**src/rtl/k054539_pkg.sv**
```systemverilog
// Shared constants and types for the k054539 CPU front end.
// Bus address map constants, timing parameter defaults and the 10-bit address type.
package k054539_pkg;

  typedef logic [9:0] bus_addr_t;

  localparam bus_addr_t KEYON     = 10'h214;
  localparam bus_addr_t KEYOFF    = 10'h215;
  localparam bus_addr_t STATUS    = 10'h22C;
  localparam bus_addr_t CTRL_LAST = 10'h22F;

  localparam int WAIT_CYCLES_DEF     = 4;
  localparam int CLKS_PER_SAMPLE_DEF = 384;
  localparam int DTCK_DIV_LOG2_DEF   = 3;

endpackage

```
**src/rtl/k054539_bus_sync.sv**
```systemverilog
// Two-flop synchroniser plus history flop and edge detect for one active-low bus strobe
// qualified by chip select; acc_o pulses once per strobe assertion.
module k054539_bus_sync (
  input  logic clk_i,
  input  logic rst_ni,
  input  logic ncs_i,
  input  logic nstb_i,
  output logic act_o,
  output logic acc_o
);

  logic [1:0] ncs_q;
  logic [1:0] nstb_q;
  logic [1:0] vld_q;
  logic       act_s3_q;

  // The history flop reads "active" until the synchroniser holds real samples, so a
  // strobe already low when reset releases never counts as a fresh edge.
  always_ff @(posedge clk_i or negedge rst_ni) begin
    if (!rst_ni) begin
      ncs_q    <= 2'b11;
      nstb_q   <= 2'b11;
      vld_q    <= 2'b00;
      act_s3_q <= 1'b1;
    end else begin
      ncs_q    <= {ncs_q[0], ncs_i};
      nstb_q   <= {nstb_q[0], nstb_i};
      vld_q    <= {vld_q[0], 1'b1};
      act_s3_q <= vld_q[1] ? act_o : 1'b1;
    end
  end

  assign act_o = !ncs_q[1] && !nstb_q[1];
  assign acc_o = act_o && !act_s3_q;

endmodule

```
**src/rtl/k054539.sv**
```systemverilog
// Konami 054539 CPU front end: bus sync, parameter RAM, control bank, key status, WAIT and DAC clocks.
// Optional K054539_READBACK_EN adds PIN_DB_OUT / PIN_DB_OE and the read data mux.
module k054539
  import k054539_pkg::*;
#(
  parameter int WAIT_CYCLES     = WAIT_CYCLES_DEF,
  parameter int CLKS_PER_SAMPLE = CLKS_PER_SAMPLE_DEF,
  parameter int DTCK_DIV_LOG2   = DTCK_DIV_LOG2_DEF
) (
  input  logic       NRES,
  input  logic       CLK,
  input  logic [7:0] PIN_AB,
  input  logic       PIN_AB09,
  input  logic [7:0] PIN_DB_IN,
  input  logic       NCS,
  input  logic       NRD,
  input  logic       NWR,
  output logic       PIN_WAIT,
  output logic       PIN_DTCK,
  output logic       PIN_WDCK
`ifdef K054539_READBACK_EN
  ,
  output logic [7:0] PIN_DB_OUT,
  output logic       PIN_DB_OE
`endif
);

  localparam int CNT_W  = $clog2(CLKS_PER_SAMPLE);
  localparam int WCNT_W = $clog2(WAIT_CYCLES + 1);

  logic              wr_act, wr_acc, rd_act, rd_acc;
  bus_addr_t         addr;
  logic              ctrl_hit;
  logic [7:0]        ram_q  [256];
  logic [7:0]        ctrl_q [48];
  logic [7:0]        status_q;
  logic              wait_n_q;
  logic [WCNT_W-1:0] wcnt_q;
  logic [CNT_W-1:0]  cnt_q, cnt_d;
  logic              dtck_q, wdck_q;
  logic              unused_act;

  k054539_bus_sync u_wr_sync (
    .clk_i (CLK), .rst_ni (NRES), .ncs_i (NCS), .nstb_i (NWR),
    .act_o (wr_act), .acc_o (wr_acc)
  );

  k054539_bus_sync u_rd_sync (
    .clk_i (CLK), .rst_ni (NRES), .ncs_i (NCS), .nstb_i (NRD),
    .act_o (rd_act), .acc_o (rd_acc)
  );

  // AB08 is not brought out, so the decoded address always has bit 8 clear.
  assign addr     = {PIN_AB09, 1'b0, PIN_AB};
  assign ctrl_hit = PIN_AB09 && (PIN_AB <= CTRL_LAST[7:0]);

  always_ff @(posedge CLK) begin
    if (wr_acc && !PIN_AB09) ram_q[PIN_AB] <= PIN_DB_IN;
  end

  // Key-on/key-off act on the status bits and are not stored; status itself is read-only.
  always_ff @(posedge CLK or negedge NRES) begin
    if (!NRES) begin
      status_q <= 8'h00;
      for (int i = 0; i < 48; i++) ctrl_q[i] <= 8'h00;
    end else if (wr_acc && ctrl_hit) begin
      if (addr == KEYON)       status_q <= status_q | PIN_DB_IN;
      else if (addr == KEYOFF) status_q <= status_q & ~PIN_DB_IN;
      else if (addr != STATUS) ctrl_q[PIN_AB[5:0]] <= PIN_DB_IN;
    end
  end

  always_ff @(posedge CLK or negedge NRES) begin
    if (!NRES) begin
      wait_n_q <= 1'b1;
      wcnt_q   <= '0;
    end else if (wr_acc || rd_acc) begin
      wait_n_q <= 1'b0;
      wcnt_q   <= WCNT_W'(WAIT_CYCLES - 1);
    end else if (!wait_n_q) begin
      if (wcnt_q == '0) wait_n_q <= 1'b1;
      else              wcnt_q   <= wcnt_q - WCNT_W'(1);
    end
  end

  // DAC clocks are registered from the next count so they stay phase-aligned with cnt_q.
  always_comb begin
    cnt_d = cnt_q + CNT_W'(1);
    if (cnt_q == CNT_W'(CLKS_PER_SAMPLE - 1)) cnt_d = '0;
  end

  always_ff @(posedge CLK or negedge NRES) begin
    if (!NRES) begin
      cnt_q  <= '0;
      dtck_q <= 1'b0;
      wdck_q <= 1'b0;
    end else begin
      cnt_q  <= cnt_d;
      dtck_q <= cnt_d[DTCK_DIV_LOG2-1];
      wdck_q <= (cnt_d >= CNT_W'(CLKS_PER_SAMPLE / 2));
    end
  end

  assign PIN_WAIT = wait_n_q;
  assign PIN_DTCK = dtck_q;
  assign PIN_WDCK = wdck_q;

`ifdef K054539_READBACK_EN
  logic [7:0] rd_mux;
  logic [7:0] rdata_q;

  always_comb begin
    rd_mux = 8'h00;
    if (!PIN_AB09)            rd_mux = ram_q[PIN_AB];
    else if (addr == STATUS)  rd_mux = status_q;
    else if (ctrl_hit)        rd_mux = ctrl_q[PIN_AB[5:0]];
  end

  always_ff @(posedge CLK or negedge NRES) begin
    if (!NRES)       rdata_q <= 8'h00;
    else if (rd_acc) rdata_q <= rd_mux;
  end

  assign PIN_DB_OUT = rdata_q;
  assign PIN_DB_OE  = rd_act;
  assign unused_act = wr_act;
`else
  // Without readback the stores have no on-chip reader; keep them referenced.
  assign unused_act = wr_act ^ rd_act ^ (^ram_q[PIN_AB]) ^ (^ctrl_q[PIN_AB[5:0]]) ^ (^status_q);
`endif

endmodule

```
**config.mk**
```make
export PLATFORM = sky130hd
export DESIGN_NAME = k054539
export DESIGN_NICKNAME = d
export VERILOG_FILES = /design/src/rtl/k054539_pkg.sv /design/src/rtl/k054539_bus_sync.sv /design/src/rtl/k054539.sv
export SDC_FILE = /design/constraint.sdc
export NUM_CORES = 1
export LEC_CHECK = 0
export ABC_AREA = 1
export CAP_MARGIN = 10
export CORE_MARGIN = 8
export CORE_UTILIZATION = 30
export CTS_CLUSTER_DIAMETER = 150
export DETAILED_ROUTE_END_ITERATION = 7
export SYNTH_ARGS = -nofsm -noshare
export SYNTH_HDL_FRONTEND = slang
export SYNTH_SLANG_ARGS = --single-unit
```
**constraint.sdc**
```tcl
create_clock -name CLK -period 1.85 [get_ports CLK]
set_input_delay 0.185 -clock CLK [delete_from_list [all_inputs] [get_ports CLK]]
set_output_delay 0.185 -clock CLK [all_outputs]
set_load 0.02 [all_outputs]
```
==> results of run 1 <==
## cells in the mapped netlist
library cell,number,area [µm²]
sky130_fd_sc_hd__nand2_1,19,71.3
sky130_fd_sc_hd__inv_1,17,63.8
sky130_fd_sc_hd__dfrtp_1,15,375
sky130_fd_sc_hd__nor2_1,11,41.3
sky130_fd_sc_hd__dfstp_2,9,236
sky130_fd_sc_hd__ha_1,4,50.1
sky130_fd_sc_hd__nand3_1,4,20.0
sky130_fd_sc_hd__a21oi_1,3,15.0
sky130_fd_sc_hd__nor2_2,2,12.5
sky130_fd_sc_hd__and2_1,1,6.26
sky130_fd_sc_hd__conb_1,1,3.75
sky130_fd_sc_hd__nand2_2,1,6.26
sky130_fd_sc_hd__nand3b_1,1,7.51
sky130_fd_sc_hd__nand4_2,1,12.5
sky130_fd_sc_hd__nor3_1,1,5.00
sky130_fd_sc_hd__nor3_2,1,10.0
sky130_fd_sc_hd__o211ai_1,1,7.51
sky130_fd_sc_hd__o21ai_0,1,5.00
sky130_fd_sc_hd__o22ai_1,1,6.26
sky130_fd_sc_hd__or2_2,1,6.26
sky130_fd_sc_hd__xor2_1,1,8.76
## placed cells by master, fill, tap and decap left out, drive strengths merged
cell type and n:
a21oi 3, and2 1, buf 1, bufinv 1, clkbuf 3, clkdlybuf4s50 7, conb 1, dfrtp 15
dfstp 9, ha 4, inv 17, nand2 20, nand3 4, nand3b 1, nand4 1, nor2 13
nor3 2, o211ai 1, o21ai 1, o22ai 1, or2 1, xor2 1
## final cells by class
type,count,area share
clock buffers,3,0.0195
clock inverters,1,0.0260
inverters,17,0.0552
multi-input cells,55,0.255
flip-flops and latches,24,0.529
well taps,44,0.0476
repair buffers,8,0.0671
## per-layer routing
| layer | vias up | part of all wire |
|---|---|---|
| li1 | 310 | - |
| met1 | 292 | 0.44 |
| met2 | 8 | 0.49 |
| met3 | 0 | 0.071 |
| met4 | 0 | 0 |
| met5 | - | 0 |
## path summary, 6_finish.rpt
| path | startpoint | endpoint | slack [ns] | cells after the start |
|---|---|---|---|---|
| setup / recovery | PIN_WAIT$_DFF_PN1_ | PIN_WAIT | 0.21 | 1 |
| hold reg to reg | u_rd_sync.vld_q[0]$_DFF_PN0_ | u_rd_sync.vld_q[1]$_DFF_PN0_ | 0.36 | 0 |
| hold / removal | NRES | wcnt_q[2]$_DFFE_PN0P_ | 0.21 | 2 |
| setup reg to reg | wcnt_q[0]$_DFFE_PN0P_ | wcnt_q[0]$_DFFE_PN0P_ | 0.48 | 6 |
| min in group CLK | NCS | u_rd_sync.ncs_q[0]$_DFF_PN1_ | 0.26 | 1 |
| max in group asynchronous | NRES | u_wr_sync.nstb_q[0]$_DFF_PN1_ | 1.36 | 2 |
## state kept, by name (all words and copies together), names as in the netlist, 2 cells and up
| register | cells |
|---|---|
| u_wr_sync.nstb_q | 2 |
| u_rd_sync.nstb_q | 2 |
| wcnt_q | 3 |
| u_rd_sync.ncs_q | 2 |
| u_rd_sync.vld_q | 2 |
| cnt_q | 9 |
## cells by family (layout without fill, tap and decap cells)
| family | after synthesis | count (layout) |
|---|---|---|
| adder cells (fa/ha/maj) | 4 | 4 |
| AND/OR/NAND/NOR | 43 | 43 |
| flip-flops | 24 | 24 |
| XOR/XNOR | 1 | 1 |
| buffers and inverters | 17 | 29 |
| AO/OA/AOI/OAI | 6 | 6 |
| other | 1 | 1 |
## power by group through the flow
stage / registers, mW / logic [mW] / clock network [mW]
floorplan: 0.636 / 0.123 / 0
global placement: 0.624 / 0.194 / 0
detailed placement: 0.626 / 0.206 / 0
CTS: 0.616 / 0.208 / 0.388
global route: 0.618 / 0.240 / 0.407
finish: 0.615 / 0.204 / 0.370
==> flow_summary.toml, run 1 <==
[layout]
area_delta_synth_final_pct = 19.1
final_net_count = 135
instances_no_fill = 152
drive_gt1_frac = 0.185
layout.core_utilization = 0.376
area.sequential_um2 = 612
fillerInstances = 312
finalInstanceArea_um2 = 1160
multi_input_comb_area_um2 = 295
antenna_cells_inserted = 0

[place]
post-place-cells = 148
numPortBuffers = 7
routabilityCongestion = 0.729
preCtsSetupSlack_ns = 0.518
dpl.hpwl_um = 1060
placement.cell_area_um2 = 1100

[power_and_ir_drop]
internal-power_mw = 0.895
power_frac_clock = 0.311
switching_power_mw = 0.295
share_seq_of_total_power = 0.517
combPwrFrac = 0.172
cellPowerDensity_nw_per_um2 = 1030
max-vdd-ir-drop_uv = 529
totalPowerFinal_mw = 1.19
power.switching_fraction = 0.248
cellLeakagePower_nw = 0.575

[route]
dr.first_iter.drc_count = 24
drc = 0
drtPass1Iterations = 3
detailroute.via_count = 610
route.detailed.wl_per_inst_um = 9.41
route.antenna.remaining_nets = 0
avgViaCountPerCell = 4.01
wl_um = 1430

[floorplan]
fp.dieW_um = 72.9
die-area_um2 = 5310
floorplan.io_pins = 25
initial_core_util = 0.315
floorplan_core_area_um2 = 3080
fp.dieH_um = 72.9
floorplan.rows = 20

[clock_network]
clock_slew_at_the_register_clock_pins_of_the_worst_setup_and_hold_paths_ns = 0.13
cts_hold_repair.buffers = 0
insertion_delay_ns = 0.31
cts_made_buffers = 3
htreeDepth = 1
clkSinkCount = 24
max-clock-path-buffers = 2
post_cts_resized = 0
post-cts-setup-buffers = 0
tritoncts = "done"
root_buffer = "sky130_fd_sc_hd__clkbuf_4"

[global_route]
grt_pass1_vias = 590
grt.overflow.total = 0
grt.total_usage = 0.0582
pin_count_of_the_biggest_net_entering_global_routing = 25
grt_pass1_wl_um = 2460
grt_most_used_layer = "met2"
groute.layer.met1.usage = 0.0650
antenna_found_initial = 0
grt_util_met2 = 0.0944
grt_util_met3 = 0.0357

[worst_setup_path]
crit_path_max_incr_delay_ns = 0.60
cp_max_fo = 2
crit_slowest_cell = "sky130_fd_sc_hd__clkdlybuf4s50_1"
critPathArrivalTime_ns = 1.46
setup.worst_path.class = "register to output port"
top_cell_family_by_delay_on_the_critical_path = "buffers and inverters"
critPathBufInv = 1
cp.required_ns = 1.66
critical_path.endpoint_type = "output port"
timing.critical_path.from_type = "register"
crit_path_cell_trace = "clkdlybuf4s50_1"

[sta]
final_critical_path_setup_slack_ns = 0.207
timing.final.hold_violations = 0
final.setup_skew_ns = 0.00503
timing.final.max_slew_violations = 0
maxClockFrequency_ghz = 0.609
finalCriticalPeriod_ns = 1.64
final.setup.tns_ns = 0
whs_ns = 0.211
finalCritPeriodShare = 0.888
grt_setup_unrepaired = "no"
report.final.setup_viol = 0

[job]
timing.max_cap.violations = 0

[logic_synthesis]
synth_area_in_compound_gates = 0.0348
post_synth_xor_area_fraction = 0.00902
syn_nets = 122
synth.area.mux_share = 0
synth-warning-count = 0
postSynthRegisterBits = 24
synth_top_family_by_area = "simple AND/OR/NAND/NOR gates"
synth-adder-area-share = 0.0515
yosys.cell_types.count = 21
portion_of_the_post_synthesis_area_used_by_sequential_elements = 0.630
synthesis.instances = 96
mappedNetlistArea_um2 = 971
synth_simple_gate_area_share = 0.205
synth_area_per_cell_um2 = 10.1

[status]
status = "finished clean"

[min_path]
hold_path_class = "primary input to asynchronous set/reset pin"
Power figures use the tool's default switching activity.
==> run 2: changes to the inputs <==
==> constraint.sdc (replaced) <==
create_clock -name CLK -period 1.5 [get_ports CLK]
set_input_delay 0.15 -clock CLK [delete_from_list [all_inputs] [get_ports CLK]]
set_output_delay 0.15 -clock CLK [all_outputs]
set_load 0.02 [all_outputs]
==> flow_summary.toml, run 2 (synthesis results as in run 1) <==
[sta]
timing.final.hold_violations = 0
report.final.setup_viol = 0
finalCriticalPeriod_ns = 1.41
timing.final.max_slew_violations = 0
finalCritPeriodShare = 0.937
final.setup_skew_ns = 0.00503
grt_setup_unrepaired = "no"
maxClockFrequency_ghz = 0.711
final.setup.tns_ns = 0
whs_ns = 0.176

[worst_setup_path]
crit_path_cell_trace = "clkdlybuf4s50_1"
critical_path.endpoint_type = "output port"
setup.worst_path.class = "register to output port"
cp.required_ns = 1.35
cp_max_fo = 1
top_cell_family_by_delay_on_the_critical_path = "buffers and inverters"
critPathBufInv = 1
timing.critical_path.from_type = "register"
critPathArrivalTime_ns = 1.26
crit_path_max_incr_delay_ns = 0.61
crit_slowest_cell = "sky130_fd_sc_hd__clkdlybuf4s50_1"

[place]
numPortBuffers = 7
dpl.hpwl_um = 1060
placement.cell_area_um2 = 1100
routabilityCongestion = 0.729

[clock_network]
tritoncts = "done"
cts_hold_repair.buffers = 0
cts_made_buffers = 3
insertion_delay_ns = 0.31
htreeDepth = 1
clock_slew_at_the_register_clock_pins_of_the_worst_setup_and_hold_paths_ns = 0.13
clkSinkCount = 24
post-cts-setup-buffers = 0
max-clock-path-buffers = 2
root_buffer = "sky130_fd_sc_hd__clkbuf_4"

[layout]
drive_gt1_frac = 0.185
register_with_the_highest_flop_count = "cnt_q"
final_net_count = 135
antenna_cells_inserted = 0
area_delta_synth_final_pct = 18.8
largest_reg_flops = 9
mostFrequentLayoutCell = "sky130_fd_sc_hd__nand2_1"
final_cell_mix = "19 x sky130_fd_sc_hd__nand2_1, 17 x sky130_fd_sc_hd__inv_1, 15 x sky130_fd_sc_hd__dfrtp_1"
finalInstanceArea_um2 = 1150
top_regs = "cnt_q: 9 flops, wcnt_q: 3 flops"

[status]
status = "finished clean"

[route]
dr.first_iter.drc_count = 21
avgViaCountPerCell = 4.01
drtPass1Iterations = 3
route.detailed.wl_per_inst_um = 9.41
drc = 0
wl_um = 1430
detailroute.via_count = 610
route.antenna.remaining_nets = 0

[global_route]
grt_pass1_vias = 590
antenna_found_initial = 0
grt.total_usage = 0.0585
grt.overflow.total = 0
grt_pass1_wl_um = 2470
pin_count_of_the_biggest_net_entering_global_routing = 25

[floorplan]
initial_core_util = 0.315
floorplan_core_area_um2 = 3080
floorplan.io_pins = 25
fp.dieH_um = 72.9
floorplan.rows = 20
die-area_um2 = 5310
fp.dieW_um = 72.9

[power_and_ir_drop]
cellLeakagePower_nw = 0.582
cellPowerDensity_nw_per_um2 = 1260
max-vdd-ir-drop_uv = 652

[job]
timing.max_cap.violations = 0

[min_path]
hold_path_class = "primary input to asynchronous set/reset pin"
==> run 2: cell types whose count changed in the layout (fill, tap and decap cells not counted), sizes merged <==
| cell | delta |
|---|---|
| clkdlybuf4s50 | -2 |
| dlygate4sd2 | +2 |
==> run 2: final timing paths <==
path | from | endpoint | slack [ns] | cells after the start
setup / recovery | PIN_WDCK$_DFF_PN0_ | PIN_WDCK | 0.09 | 1
hold / removal | NRES | wcnt_q[2]$_DFFE_PN0P_ | 0.18 | 2
setup reg to reg | wcnt_q[0]$_DFFE_PN0P_ | wcnt_q[0]$_DFFE_PN0P_ | 0.13 | 6
hold reg to reg | u_rd_sync.vld_q[0]$_DFF_PN0_ | u_rd_sync.vld_q[1]$_DFF_PN0_ | 0.36 | 0
max in group asynchronous | NRES | u_wr_sync.nstb_q[0]$_DFF_PN1_ | 1.04 | 2
min in group CLK | NCS | u_rd_sync.ncs_q[0]$_DFF_PN1_ | 0.23 | 1
==> run 2: routing by layer <==
layer,track usage,vias up,part of all wire
li1,-,310,-
met1,0.0659,292,0.44
met2,0.0944,8,0.49
met3,0.0357,0,0.071
met4,0.00667,0,0
met5,0,-,0
==> run 2: cell type report <==
| cell class | instances | area, µm² |
|---|---|---|
| Timing Repair Buffer | 8 | 75.1 |
| Clock inverter | 1 | 30.0 |
| Inverter | 17 | 63.8 |
| Clock buffer | 3 | 22.5 |
| Multi-Input combinational cell | 55 | 295 |
| Fill cell | 313 | 1920 |
| Sequential cell | 24 | 612 |
| Tap cell | 44 | 55.1 |
==> run 2: timing repair <==
action,in CTS,in global routing
endpoints found under the setup margin,2,0
resized for setup,2,0
endpoints found under the hold margin,0,0
==> run 2: report_power, final <==
group	switching [mW]	total, mW	internal, mW	leakage, nW
Clock	0.187	0.457	0.270	0.0279
Sequential	0.0267	0.758	0.731	0.278
Combinational	0.149	0.242	0.0930	0.276
Total	0.363	1.46	1.09	0.582
==> run 2: through the flow <==
stage          setup slack (ns)   util  total power, mW  cells
6_report                 0.0944  0.375             1.46    152
5_1_grt                 0.00848  0.375             1.55    152
4_1_cts                  0.0687  0.375             1.49    152
3_5_place_dp              0.168  0.359             1.03    148
3_3_place_gp              0.220  0.359             1.01    148
2_1_floorplan             0.299      -            0.936     96
==> run 3: changes to the inputs <==
--- a/config.mk
+++ b/config.mk
@@ -6,7 +6,7 @@
 export NUM_CORES = 1
 export LEC_CHECK = 0
 export ABC_AREA = 1
-export CAP_MARGIN = 10
+export CAP_MARGIN = 20
 export CORE_MARGIN = 8
 export CORE_UTILIZATION = 30
 export CTS_CLUSTER_DIAMETER = 150
==> results of run 3 <==
Same layout as run 2: the final DEF is identical, and so are final timing and power.
